--- config.mk ---
export PLATFORM = sky130hd
export DESIGN_NAME = id_ex_reg
export DESIGN_NICKNAME = d
export VERILOG_FILES = /design/src/rtl/id_ex_reg.sv
export SDC_FILE = /design/constraint.sdc
export NUM_CORES = 1
export LEC_CHECK = 0
export ABC_AREA = 1
export BUFFER_PORTS_ARGS = -buffer_cell sky130_fd_sc_hd__buf_2
export CAP_MARGIN = 40
export CORE_AREA = 8 8 145 147
export CTS_CLUSTER_DIAMETER = 40
export DETAILED_ROUTE_END_ITERATION = 10
export DIE_AREA = 0 0 153 155
export PLACE_DENSITY_LB_ADDON = 0.1
export SYNTH_ARGS = -nofsm -noshare
export SYNTH_HDL_FRONTEND = slang
export SYNTH_SLANG_ARGS = --single-unit
--- constraint.sdc ---
create_clock -name clk -period 4.05 [get_ports clk]
set_input_delay 1.0125 -clock clk [delete_from_list [all_inputs] [get_ports clk]]
set_output_delay 1.0125 -clock clk [all_outputs]
set_load 0.1 [all_outputs]
--- src/rtl/id_ex_reg.sv ---
// ID/EX pipeline register with write-through WB bypass, load-use bubble
// insertion, flush/stall handling and a saturating bubble counter.
module id_ex_reg #(
  parameter int CTRL_W = 8
) (
  input  logic              clk,
  input  logic              rst,
  input  logic              id_valid,
  input  logic [31:0]       id_pc,
  input  logic [4:0]        id_A1,
  input  logic [4:0]        id_A2,
  input  logic [31:0]       id_RD1,
  input  logic [31:0]       id_RD2,
  input  logic [31:0]       id_imm,
  input  logic [4:0]        id_rd,
  input  logic              id_RegWrite,
  input  logic              id_MemRead,
  input  logic [CTRL_W-1:0] id_ctrl,
  input  logic              wb_RFWr,
  input  logic [4:0]        wb_A3,
  input  logic [31:0]       wb_WD,
  input  logic              flush,
  input  logic              ex_stall,
  output logic              ex_valid,
  output logic [31:0]       ex_pc,
  output logic [31:0]       ex_imm,
  output logic [4:0]        ex_A1,
  output logic [4:0]        ex_A2,
  output logic [4:0]        ex_rd,
  output logic [31:0]       ex_RD1,
  output logic [31:0]       ex_RD2,
  output logic              ex_RegWrite,
  output logic              ex_MemRead,
  output logic [CTRL_W-1:0] ex_ctrl,
  output logic              hazard_stall,
  output logic              id_hold,
  output logic [31:0]       bubble_cnt
);

  logic [31:0] byp_rd1;
  logic [31:0] byp_rd2;

  // Register 0 is deliberately not excluded: the RF really stores writes to it.
  always_comb begin
    byp_rd1 = (wb_RFWr && (wb_A3 == id_A1)) ? wb_WD : id_RD1;
    byp_rd2 = (wb_RFWr && (wb_A3 == id_A2)) ? wb_WD : id_RD2;
  end

  assign hazard_stall = id_valid & ex_valid & ex_MemRead & ex_RegWrite &
                        (ex_rd != 5'd0) & ((ex_rd == id_A1) | (ex_rd == id_A2));
  assign id_hold      = ex_stall | hazard_stall;

  always_ff @(posedge clk) begin
    if (rst) begin
      ex_valid    <= 1'b0;
      ex_pc       <= '0;
      ex_imm      <= '0;
      ex_A1       <= '0;
      ex_A2       <= '0;
      ex_rd       <= '0;
      ex_RD1      <= '0;
      ex_RD2      <= '0;
      ex_RegWrite <= 1'b0;
      ex_MemRead  <= 1'b0;
      ex_ctrl     <= '0;
      bubble_cnt  <= '0;
    end else if (flush) begin
      ex_valid    <= 1'b0;
      ex_RegWrite <= 1'b0;
      ex_MemRead  <= 1'b0;
      ex_ctrl     <= '0;
    end else if (ex_stall) begin
      // Held operands must still track WB writes or they go stale.
      if (ex_valid && wb_RFWr && (wb_A3 == ex_A1)) ex_RD1 <= wb_WD;
      if (ex_valid && wb_RFWr && (wb_A3 == ex_A2)) ex_RD2 <= wb_WD;
    end else begin
      ex_pc  <= id_pc;
      ex_imm <= id_imm;
      ex_A1  <= id_A1;
      ex_A2  <= id_A2;
      ex_rd  <= id_rd;
      ex_RD1 <= byp_rd1;
      ex_RD2 <= byp_rd2;
      if (hazard_stall) begin
        ex_valid    <= 1'b0;
        ex_RegWrite <= 1'b0;
        ex_MemRead  <= 1'b0;
        ex_ctrl     <= '0;
        if (bubble_cnt != 32'hFFFF_FFFF) bubble_cnt <= bubble_cnt + 32'd1;
      end else begin
        ex_valid    <= id_valid;
        ex_RegWrite <= id_valid & id_RegWrite;
        ex_MemRead  <= id_valid & id_MemRead;
        ex_ctrl     <= id_valid ? id_ctrl : '0;
      end
    end
  end

endmodule

# Word level (Yosys, flattened, before mapping)
# Index checks and enable logic that the tools add are counted.
[word_totals]
wordCells = 55
register_bits = 186
inputBits = 196
mem_bits_rw = 0
latch_bits = 0
mem_count = 0
mem_bits_ro = 0
output_inout_bits = 188
[op_classes]
bitwise = 11
n_shift = 0
n_eq_ne = 9
reduce_logical = 11
n_mul = 0
mux = 11
addsub = 1
magnitude_cmp = 0
div_mod_pow = 0
[op_table]
columns = ["op", "count"]
rows = [
  ["32-bit two-way mux", 6],
  ["32-bit by 1-bit adder with 32-bit output (second input constant)", 1],
  ["32-bit inequality test (second input constant)", 1],
  ["5-bit equality test", 6],
  ["8-bit two-way mux", 2],
  ["1-bit AND", 7],
  ["2-bit AND reduction", 3],
  ["1-bit logical AND", 5],
  ["5-bit nonzero test", 1],
  ["2-bit by 1-bit inequality test with 1-bit output (second input constant)", 2],
  ["4-bit AND reduction", 1],
  ["1-bit two-way mux", 3],
  ["1-bit NOT", 2],
  ["1-bit bitwise OR", 2],
  ["2-bit OR reduction", 1],
]

# Logic depth before layout (Yosys ltp)
# Gate-level depths: netlist of run 1.
[depth]
depth_word = 6
mapped_depth = 12
ltp_nobuf = 12

# Least setup slack after synthesis of run 1
# Ideal clock, no wire load.
[synth_path]
kind = "reg-to-output"
start = "register ex_rd[3]"
end = "output port id_hold"
path_slack_ps = 575
t_arrival_ps = 2463
n_path_buf = 1
required_time_ps = 3038
stages_incl_launch_ff = 10
path_cell_list = "dfxtp_1 > inv_1 > nand2_1 > nand2_1 > nor2_1 > nand3_1 > nand2_2 > nand2_2 > buf_2 > nand2_1"
[synth_via]
elab_chain_cells = 4
word_cells_on_any_way = 7
classes_between = "eq/ne (2); bitwise (4); reduce/logical (1)"
[synth_rtl]
columns = ["element", "line", "source"]
rows = [
  ["from (decl)", "29", "output logic [4:0] ex_rd,"],
  ["from (signal assigned)", "81", "ex_rd <= id_rd;"],
  ["5-bit equality test / 5-bit nonzero test (equally long branches)", "50", "(ex_rd != 5'd0) & ((ex_rd == id_A1) | (ex_rd == id_A2));"],
  ["1-bit bitwise OR / 1-bit AND (equally long branches)", "50, 49", ""],
  ["1-bit AND (*)", "50", ""],
  ["1-bit bitwise OR (*)", "51", "assign id_hold = ex_stall | hazard_stall;"],
  ["to (decl)", "36", "output logic id_hold,"],
]
# Every way passes the cells marked *; elsewhere a longest branch is shown, timed or not.

# Worst setup path after layout of run 1
[layout_path]
start = "input port id_A1[1]"
end = "output port id_hold"
[layout_via]
elab_chain_cells = 4
[layout_rtl]
columns = ["element", "line", "source"]
rows = [
  ["from (decl)", "10", "input logic [4:0] id_A1,"],
  ["5-bit equality test", "50", ""],
  ["1-bit bitwise OR", "50", ""],
  ["1-bit AND", "50", ""],
  ["1-bit bitwise OR", "51", ""],
]
# No other way between the ends.

==> flow_metrics.py, run 1 <==
metrics = {
    "yosys": {
        "synth_top_area_share": 0.416,
        "synth_area_per_cell_um2": 6.57,
        "ys_seq_elements": 186,
        "yosys-top-cells-area": "dfxtp_1 (42%), nand2_1 (12%), nand3_1 (10%)",
        "syn_area_mm2": 0.00895,
        "yosysUniqueCellTypes": 29,
        "synthArstFlopShare": 0,
        "yosysMostFrequentCell": "nand2_1",
        "synth_flop_cell": "dfxtp_1",
        "synth_edf_count": 0,
        "synth_common_cells": "nand2_1 (281), nor2_1 (203), dfxtp_1 (186)",
        "ys_seq_area_frac": 0.416,
        "synthCells": 1363,
        "synthesis.nets": 1560,
        "ys_warn_count": 0,
        "yosysTopAreaCell": "dfxtp_1",
    },
    "global_routing": {
        "grt_max_degree": 93,
        "antenna_found_initial": 10,
        "grt-ovfl-total": 0,
        "grtUsageTotal": 0.252,
        "grt_first_pass_wirelength_um": 48500,
        "grt_pass1_vias": 9450,
    },
    "hold_path": {
        "min_to": "ex_ctrl[7]",
        "min_path_type": "flip-flop to flip-flop",
        "hold_depth": 2,
        "hold_start": "ex_ctrl[7]",
    },
    "route": {
        "dr.pass1.iters": 7,
        "postRouteWirelength_um": 31100,
        "drt_iter0_drc": 518,
        "routedWlPerCell_um": 15.9,
        "vias": 9803,
        "via_per_inst": 5.02,
        "drcViolationCount": 0,
        "drtAntennaViolNets": 0,
    },
    "die": {
        "fp.dieW_um": 153,
        "die_area_mm2": 0.0237,
        "num_rows": 51,
        "io_pins": 384,
        "die_h_um": 155,
        "core_mm2": 0.0190,
        "initial_utilization": 0.472,
    },
    "sta": {
        "fin_setup_tns_ps": 0,
        "period_minus_slack_ps": 3340,
        "tightest_slew_ps": 807,
        "hold_ws_ps": 456,
        "setup-violations-final": 0,
        "final.setup_skew_ps": 11.0,
        "slew_headroom": 0.462,
        "timing.final.max_slew_violations": 0,
        "finalHoldViolations": 0,
        "fin_crit_sh": 0.824,
        "clock.fmax_mhz": 300,
        "rsz0062_at_grt": "false",
    },
    "power": {
        "cellPowerDensity_mw_per_mm2": 432,
        "peakVddDrop_mv": 0.292,
        "power_leakage_nw": 6.60,
    },
    "setup_path": {
        "rr_startpoint": "bubble_cnt[0]",
        "critPathLaunchType": "input port",
        "crit_type": "input port to output pin",
        "arrival_ps": 2320,
        "endpoint_kind": "output pin",
        "reg2reg_to": "bubble_cnt[5]",
        "rrSetupSlack_ps": 1800,
        "r2r_cells": 12,
        "worstPathMaxFanout": 14,
        "required_ps": 3040,
    },
    "placed_design": {
        "port_buffers": 383,
        "place_congestion": 0.873,
        "dp_hpwl_um": 23000,
    },
    "clock_tree": {
        "cts_sinks": 186,
        "clk_path_buf_depth": 2,
        "cts_hold_buf": 0,
        "cts_tree": "yes",
        "clkSlewWorstSetupHoldPaths_ps": 70,
        "clk_latency_ps": 430,
        "numCtsBuffers": 17,
        "htreeDepth": 4,
        "post_cts_buffers": 0,
        "cts-root-buf": "clkbuf_16",
        "cts_resized": 0,
    },
    "run": {
        "cap_violations": 0,
    },
    "layout": {
        "nets": 1894,
        "fillers": 1914,
        "areaGrowthSynthToFinish_pct": 28.5,
        "multi_input_area_mm2": 0.00417,
        "drive_gt1_frac": 0.263,
        "regArea_mm2": 0.00372,
    },
    "outcome": {
        "status": "finished, final reports clean",
    },
}
sequential cells by signal, summed over array words and instances, names as in the netlist, 8 cells and up:
name	flops
ex_imm	32
ex_ctrl	8
ex_RD2	32
bubble_cnt	32
ex_RD1	32
ex_pc	32
layer usage:
layer,global-route usage,part of all wire
met2,0.427,0.49
met5,0,0.00087
met1,0.279,0.39
met3,0.0943,0.091
met4,0.115,0.031
how the worst max path moves through the flow:
| stage | startpoint | to | slack, ps | cells after the start |
|---|---|---|---|---|
| 6_report | id_A1[1] | id_hold | 710 | 10 |
| 5_1_grt | id_valid | id_hold | 530 | 8 |
| 4_1_cts | id_A1[1] | id_hold | 710 | 10 |
| 3_5_place_dp | id_A1[1] | id_hold | 720 | 10 |
| 3_3_place_gp | id_valid | id_hold | 740 | 8 |
| 2_1_floorplan | ex_rd[3] | id_hold | 570 | 9 |
critical path, cell delays in order:
cell and delay (ps):
buf_2 110, inv_1 60, nand2_1 60, nand2_1 70, nor2_1 100, nand3_1 90
nand2_2 100, nand2_2 180, nand2_1 110, buf_2 430
cells by family after synthesis:
| family | Yosys count | synth area share |
|---|---|---|
| buf+inv | 260 | 0.119 |
| compound gates | 183 | 0.104 |
| simple gates | 725 | 0.352 |
| fa+ha+maj | 1 | 0.00140 |
| flops | 186 | 0.416 |
| xor+xnor | 8 | 0.00783 |
per-stage QoR:
| stage | setup slack, ps | cells | util | instance area [µm²] | total power [mW] |
|---|---|---|---|---|---|
| after floorplan | 575 | 1363 | - | 8950 | 3.02 |
| after global placement | 740 | 1916 | 0.575 | 10900 | 3.31 |
| after detailed placement | 718 | 1916 | 0.575 | 10900 | 3.32 |
| after CTS | 714 | 1947 | 0.606 | 11500 | 5.01 |
| after global routing | 534 | 1954 | 0.607 | 11500 | 5.17 |
| final | 714 | 1954 | 0.607 | 11500 | 4.97 |
area by class of cell:
cell class	count	area share
Inverter	178	0.0584
Timing Repair Buffer	397	0.177
Clock inverter	13	0.0123
Antenna cell	7	0.00152
Clock buffer	18	0.0382
Tap cell	238	0.0259
Multi-Input combinational cell	917	0.363
Sequential cell	186	0.324
report_power, final:
part | leakage, nW | switching [mW] | internal, mW
Combinational | 4.78 | 1.05 | 0.258
Clock | 0.292 | 0.758 | 0.932
Sequential | 1.53 | 0.0493 | 1.93
Total | 6.60 | 1.85 | 3.12
layout by cell type (no fill, tap or decap), types with 6 or more instances in the layout:
cell,n
o21ai_0,114
buf_2,383
nor2_1,202
dfxtp_1,186
inv_2,6
buf_4,13
inv_1,169
clkbuf_16,17
nand4_1,14
nand3_1,178
nand2_1,280
xor2_1,6
diode_2,7
o22ai_1,7
a21oi_1,59
nand3b_1,32
Power figures use the tool's default switching activity.
==> run 2, diff against run 1 <==
Settings changed: CORE_AREA 8 8 145 147 to not set, CORE_MARGIN set to 8, CORE_UTILIZATION set to 44, DIE_AREA 0 0 153 155 to not set.
Clock period 4.05 ns to 2.9 ns, I/O delays scaled along.
==> flow_metrics.py, run 2 (synthesis results as in run 1) <==
metrics = {
    "outcome": {
        "status": "finished, final reports clean",
    },
    "global_routing": {
        "grt_pass1_vias": 9112,
        "grt_first_pass_wirelength_um": 47500,
        "grt_max_degree": 85,
        "antenna_found_initial": 5,
        "grtUsageTotal": 0.241,
        "grt-ovfl-total": 0,
    },
    "route": {
        "postRouteWirelength_um": 31600,
        "drt_iter0_drc": 562,
        "vias": 9777,
        "drtAntennaViolNets": 0,
        "dr.pass1.iters": 7,
        "via_per_inst": 4.92,
        "drcViolationCount": 0,
        "routedWlPerCell_um": 15.9,
    },
    "setup_path": {
        "required_ps": 2170,
        "crit_type": "flip-flop to output pin",
        "cpMostUsedCell": "inv_1",
        "rr_startpoint": "bubble_cnt[0]",
        "critPathLaunchType": "flip-flop",
        "endpoint_kind": "output pin",
        "rrSetupSlack_ps": 880,
        "crit_start": "ex_rd[1]",
        "crit_path_top_delay_cell": "dfxtp_2",
        "crit_chain": "inv_1, nand4_1, o21ai_0, inv_1, nand2_2, nand2_1, buf_12",
        "worstPathMaxFanout": 6,
        "arrival_ps": 1740,
        "cp_slowest_stage_delay_ps": 340,
    },
    "clock_tree": {
        "htreeDepth": 4,
        "clk_path_buf_depth": 2,
        "clk_latency_ps": 440,
        "cts_sinks": 186,
        "cts_resized": 0,
        "clkSlewWorstSetupHoldPaths_ps": 80,
        "cts_hold_buf": 0,
        "cts_tree": "yes",
        "numCtsBuffers": 17,
        "cts-root-buf": "clkbuf_16",
        "post_cts_buffers": 0,
    },
    "hold_path": {
        "min_path_type": "flip-flop to flip-flop",
        "hold_start": "ex_ctrl[7]",
    },
    "layout": {
        "multi_input_area_mm2": 0.00417,
        "nets": 1898,
        "regArea_mm2": 0.00373,
        "drive_gt1_frac": 0.270,
        "fillers": 2019,
        "final_common_cell": "buf_2",
        "areaGrowthSynthToFinish_pct": 30.7,
        "layout_common_cells": "buf_2 (381), nand2_1 (280), nor2_1 (202)",
    },
    "sta": {
        "fin_crit_sh": 0.848,
        "tightest_slew_ps": 581,
        "timing.final.max_slew_violations": 0,
        "clock.fmax_mhz": 406,
        "setup_ws_ps": 440,
        "setup-violations-final": 0,
        "final.setup_skew_ps": 11.5,
        "slew_headroom": 0.615,
        "fin_setup_tns_ps": 0,
        "rsz0062_at_grt": "false",
        "finalHoldViolations": 0,
        "period_minus_slack_ps": 2460,
    },
    "power": {
        "power_leakage_nw": 6.66,
        "power_mw": 7.09,
        "peakVddDrop_mv": 0.365,
        "cellPowerDensity_mw_per_mm2": 606,
    },
    "die": {
        "fp.dieW_um": 159,
        "core_mm2": 0.0201,
        "num_rows": 52,
        "die_area_mm2": 0.0252,
        "io_pins": 384,
        "initial_utilization": 0.445,
        "die_h_um": 159,
    },
    "placed_design": {
        "place_congestion": 0.880,
        "dp_hpwl_um": 23400,
        "port_buffers": 383,
        "post-place-ws_ps": 459,
    },
    "run": {
        "cap_violations": 0,
    },
}
run 2: cell types whose count changed in the layout (fill, tap and decap cells not counted), sizes merged:
cell	before	now
buf	397	401
clkinv	8	5
clkbuf	18	17
clkinvlp	0	2
diode	7	4
inv	181	184
run 2: worst paths after layout:
path | depth (start not counted) | end
hold / removal | 2 | ex_ctrl[7]
setup reg to reg | 11 | bubble_cnt[3]
setup / recovery | 7 | id_hold
hold reg to reg | 2 | ex_ctrl[7]
run 2: power by group:
part | switching (mW) | leakage [nW] | internal, mW | total [mW]
Clock | 1.17 | 0.301 | 1.33 | 2.49
Sequential | 0.0699 | 1.53 | 2.69 | 2.76
Combinational | 1.46 | 4.82 | 0.370 | 1.83
run 2: final cells by class:
cell class                      count  area share
Tap cell                          270      0.0289
Inverter                          178      0.0574
Sequential cell                   186       0.319
Antenna cell                        4    0.000856
Timing Repair Buffer              401       0.183
Clock buffer                       17      0.0364
Multi-Input combinational cell    917       0.357
Clock inverter                     15      0.0172
run 2: stage by stage:
| stage | instances | util | cell area (µm²) | hold WS, ps |
|---|---|---|---|---|
| floorplan | 1363 | - | 8960 | 698 |
| global placement | 1952 | 0.550 | 11100 | 451 |
| detailed placement | 1952 | 0.550 | 11100 | 450 |
| CTS | 1984 | 0.581 | 11700 | 461 |
| global route | 1987 | 0.582 | 11700 | 477 |
| finish | 1988 | 0.582 | 11700 | 461 |
run 2: critical path: cells and delay by family (launching register included):
kind | cells | cell delay (ps)
compound gates | 1 | 170
buf+inv | 3 | 390
flops | 1 | 340
simple gates | 3 | 400
run 2: layer usage:
metal	GRT usage	part of all wire
met1	0.280	0.40
met2	0.405	0.49
met3	0.0776	0.089
met4	0.0921	0.029
met5	0	0.00066
==> run 3, diff against run 2 <==
Settings changed: ABC_AREA 1 to 0, CORE_UTILIZATION 44 to 42.
Clock period 2.9 ns to 2.2 ns, I/O delays scaled along.
==> flow_metrics.py, run 3 <==
metrics = {
    "outcome": {
        "status": "complete, but fails checks",
        "violations": "negative setup slack",
    },
    "route": {
        "via_per_inst": 5.15,
        "vias": 8121,
        "postRouteWirelength_um": 29600,
        "drcViolationCount": 0,
        "dr.pass1.iters": 5,
        "drtAntennaViolNets": 0,
        "routedWlPerCell_um": 18.7,
        "drt_iter0_drc": 438,
    },
    "setup_path": {
        "reg2reg_to": "bubble_cnt[22]",
        "required_ps": 1650,
        "rr_startpoint": "ex_rd[4]",
        "r2r_cells": 9,
        "arrival_ps": 1850,
        "worstPathMaxFanout": 3,
        "rrSetupSlack_ps": -150,
        "critPathLaunchType": "flip-flop",
        "crit_type": "flip-flop to output pin",
        "endpoint_kind": "output pin",
    },
    "die": {
        "num_rows": 50,
        "io_pins": 384,
        "die_h_um": 153,
        "initial_utilization": 0.426,
        "die_area_mm2": 0.0235,
        "fp.dieW_um": 153,
        "core_mm2": 0.0186,
    },
    "clock_tree": {
        "numCtsBuffers": 17,
        "clkSlewWorstSetupHoldPaths_ps": 70,
        "clk_path_buf_depth": 2,
        "htreeDepth": 4,
        "cts_sinks": 186,
        "clk_latency_ps": 430,
        "cts_tree": "yes",
        "cts-root-buf": "clkbuf_16",
    },
    "yosys": {
        "synthCells": 916,
        "yosysTopAreaCell": "dfxtp_1",
        "synth_top_area_share": 0.470,
        "yosysUniqueCellTypes": 46,
        "yosys-top-cells-area": "dfxtp_1 (47%), mux2i_1 (8.2%), nand2_1 (8.0%)",
        "synth_flop_cell": "dfxtp_1",
        "synthesis.nets": 1113,
        "ys_seq_elements": 186,
        "syn_area_mm2": 0.00792,
        "synth_area_per_cell_um2": 8.64,
        "synthArstFlopShare": 0,
        "synth_edf_count": 0,
        "synth_common_cells": "dfxtp_1 (186), nand2_1 (169), nor2_1 (97)",
        "ys_warn_count": 0,
        "ys_seq_area_frac": 0.470,
        "yosysMostFrequentCell": "dfxtp_1",
    },
    "power": {
        "peakVddDrop_mv": 0.508,
        "power_leakage_nw": 5.51,
        "cellPowerDensity_mw_per_mm2": 730,
    },
    "placed_design": {
        "place_congestion": 0.792,
        "dp_hpwl_um": 22000,
        "port_buffers": 383,
    },
    "global_routing": {
        "grt-ovfl-total": 0,
        "grt_pass1_vias": 7814,
        "grt_max_degree": 101,
        "grtUsageTotal": 0.235,
        "antenna_found_initial": 4,
        "grt_first_pass_wirelength_um": 44100,
    },
    "sta": {
        "clock.fmax_mhz": 417,
        "fin_setup_tns_ps": -1490,
        "setup-violations-final": 13,
        "tightest_slew_ps": 589,
        "period_minus_slack_ps": 2400,
        "timing.final.max_slew_violations": 0,
        "final.setup_skew_ps": 13.5,
        "finalHoldViolations": 0,
        "fin_crit_sh": 1.09,
        "setup_ws_ps": -200,
        "slew_headroom": 0.606,
        "rsz0062_at_grt": "true",
        "hold_ws_ps": 343,
    },
    "layout": {
        "nets": 1525,
        "areaGrowthSynthToFinish_pct": 49.4,
        "layout_common_cells": "buf_2 (381), nand2_1 (169), dfxtp_1 (136)",
        "drive_gt1_frac": 0.456,
        "final_common_cell": "buf_2",
    },
    "hold_path": {
        "hold_depth": 2,
        "min_path_type": "input port to flip-flop",
        "min_to": "ex_ctrl[6]",
        "hold_start": "id_ctrl[6]",
    },
    "run": {
        "cap_violations": 0,
    },
}
## run 3: power by group
part | total [mW] | leakage, nW | switching (mW) | internal [mW]
clock network | 2.94 | 0.279 | 1.35 | 1.60
registers | 3.56 | 1.55 | 0.0794 | 3.48
logic | 2.13 | 3.67 | 1.62 | 0.501
## run 3: area by class of cell
type,instances,area [µm²]
clock inverters,10,78.8
repair buffers,460,2730
multi-input cells,657,4340
diodes,3,7.51
fillers,1654,6750
inverters,6,26.3
clock buffers,22,485
well taps,234,293
flip-flops and latches,186,3870
## run 3: logic make-up after synthesis
family | Yosys count | share of synthesized area
adder cells (fa/ha/maj) | 1 | 0.00158
AO/OA/AOI/OAI | 189 | 0.152
multiplexers | 80 | 0.104
XOR/XNOR | 33 | 0.0365
flip-flops | 186 | 0.470
AND/OR/NAND/NOR | 354 | 0.199
buffers and inverters | 73 | 0.0367
## run 3: layer usage
metal / global-route usage / vias up / wire [µm]
met2: 0.398 / 296 / 14800
met3: 0.0826 / 50 / 2350
li1: - / 4020 / -
met1: 0.268 / 3753 / 11600
met4: 0.0881 / 2 / 784
met5: 0 / - / 10
## run 3: worst max path at each step
stage | depth (start not counted) | start | to
5_1_grt | 7 | ex_rd[1] | hazard_stall
2_1_floorplan | 8 | id_A2[4] | bubble_cnt[18]
3_5_place_dp | 8 | id_A2[4] | bubble_cnt[14]
6_report | 7 | ex_rd[2] | hazard_stall
3_3_place_gp | 8 | id_A2[4] | bubble_cnt[16]
4_1_cts | 7 | ex_rd[3] | hazard_stall
## run 3: worst max-delay path: stages (launching register included)
cell        delay, ps
dfxtp_4           370
xor2_1            150
nor2_1             70
a22oi_2           290
buf_6             160
nand2b_4          130
clkinvlp_4         90
buf_12            170
## run 3: per-stage QoR
step	area, µm²	setup slack (ps)	power, mW	std cells	util
floorplan	8120	-316	5.18	916	-
global placement	10700	-494	5.74	1530	0.576
detailed placement	10700	-525	5.76	1531	0.576
CTS	11400	-259	8.70	1565	0.612
global route	11800	-319	8.95	1578	0.636
finish	11800	-200	8.63	1578	0.636
## run 3: repair_timing
item,in CTS,in global routing
gates cloned,0,3
pin swaps,5,31
setup endpoints to repair,16,30
buffers inserted,2,8
hold buffers,0,0
gates resized for setup,13,56
hold endpoints to repair,0,0
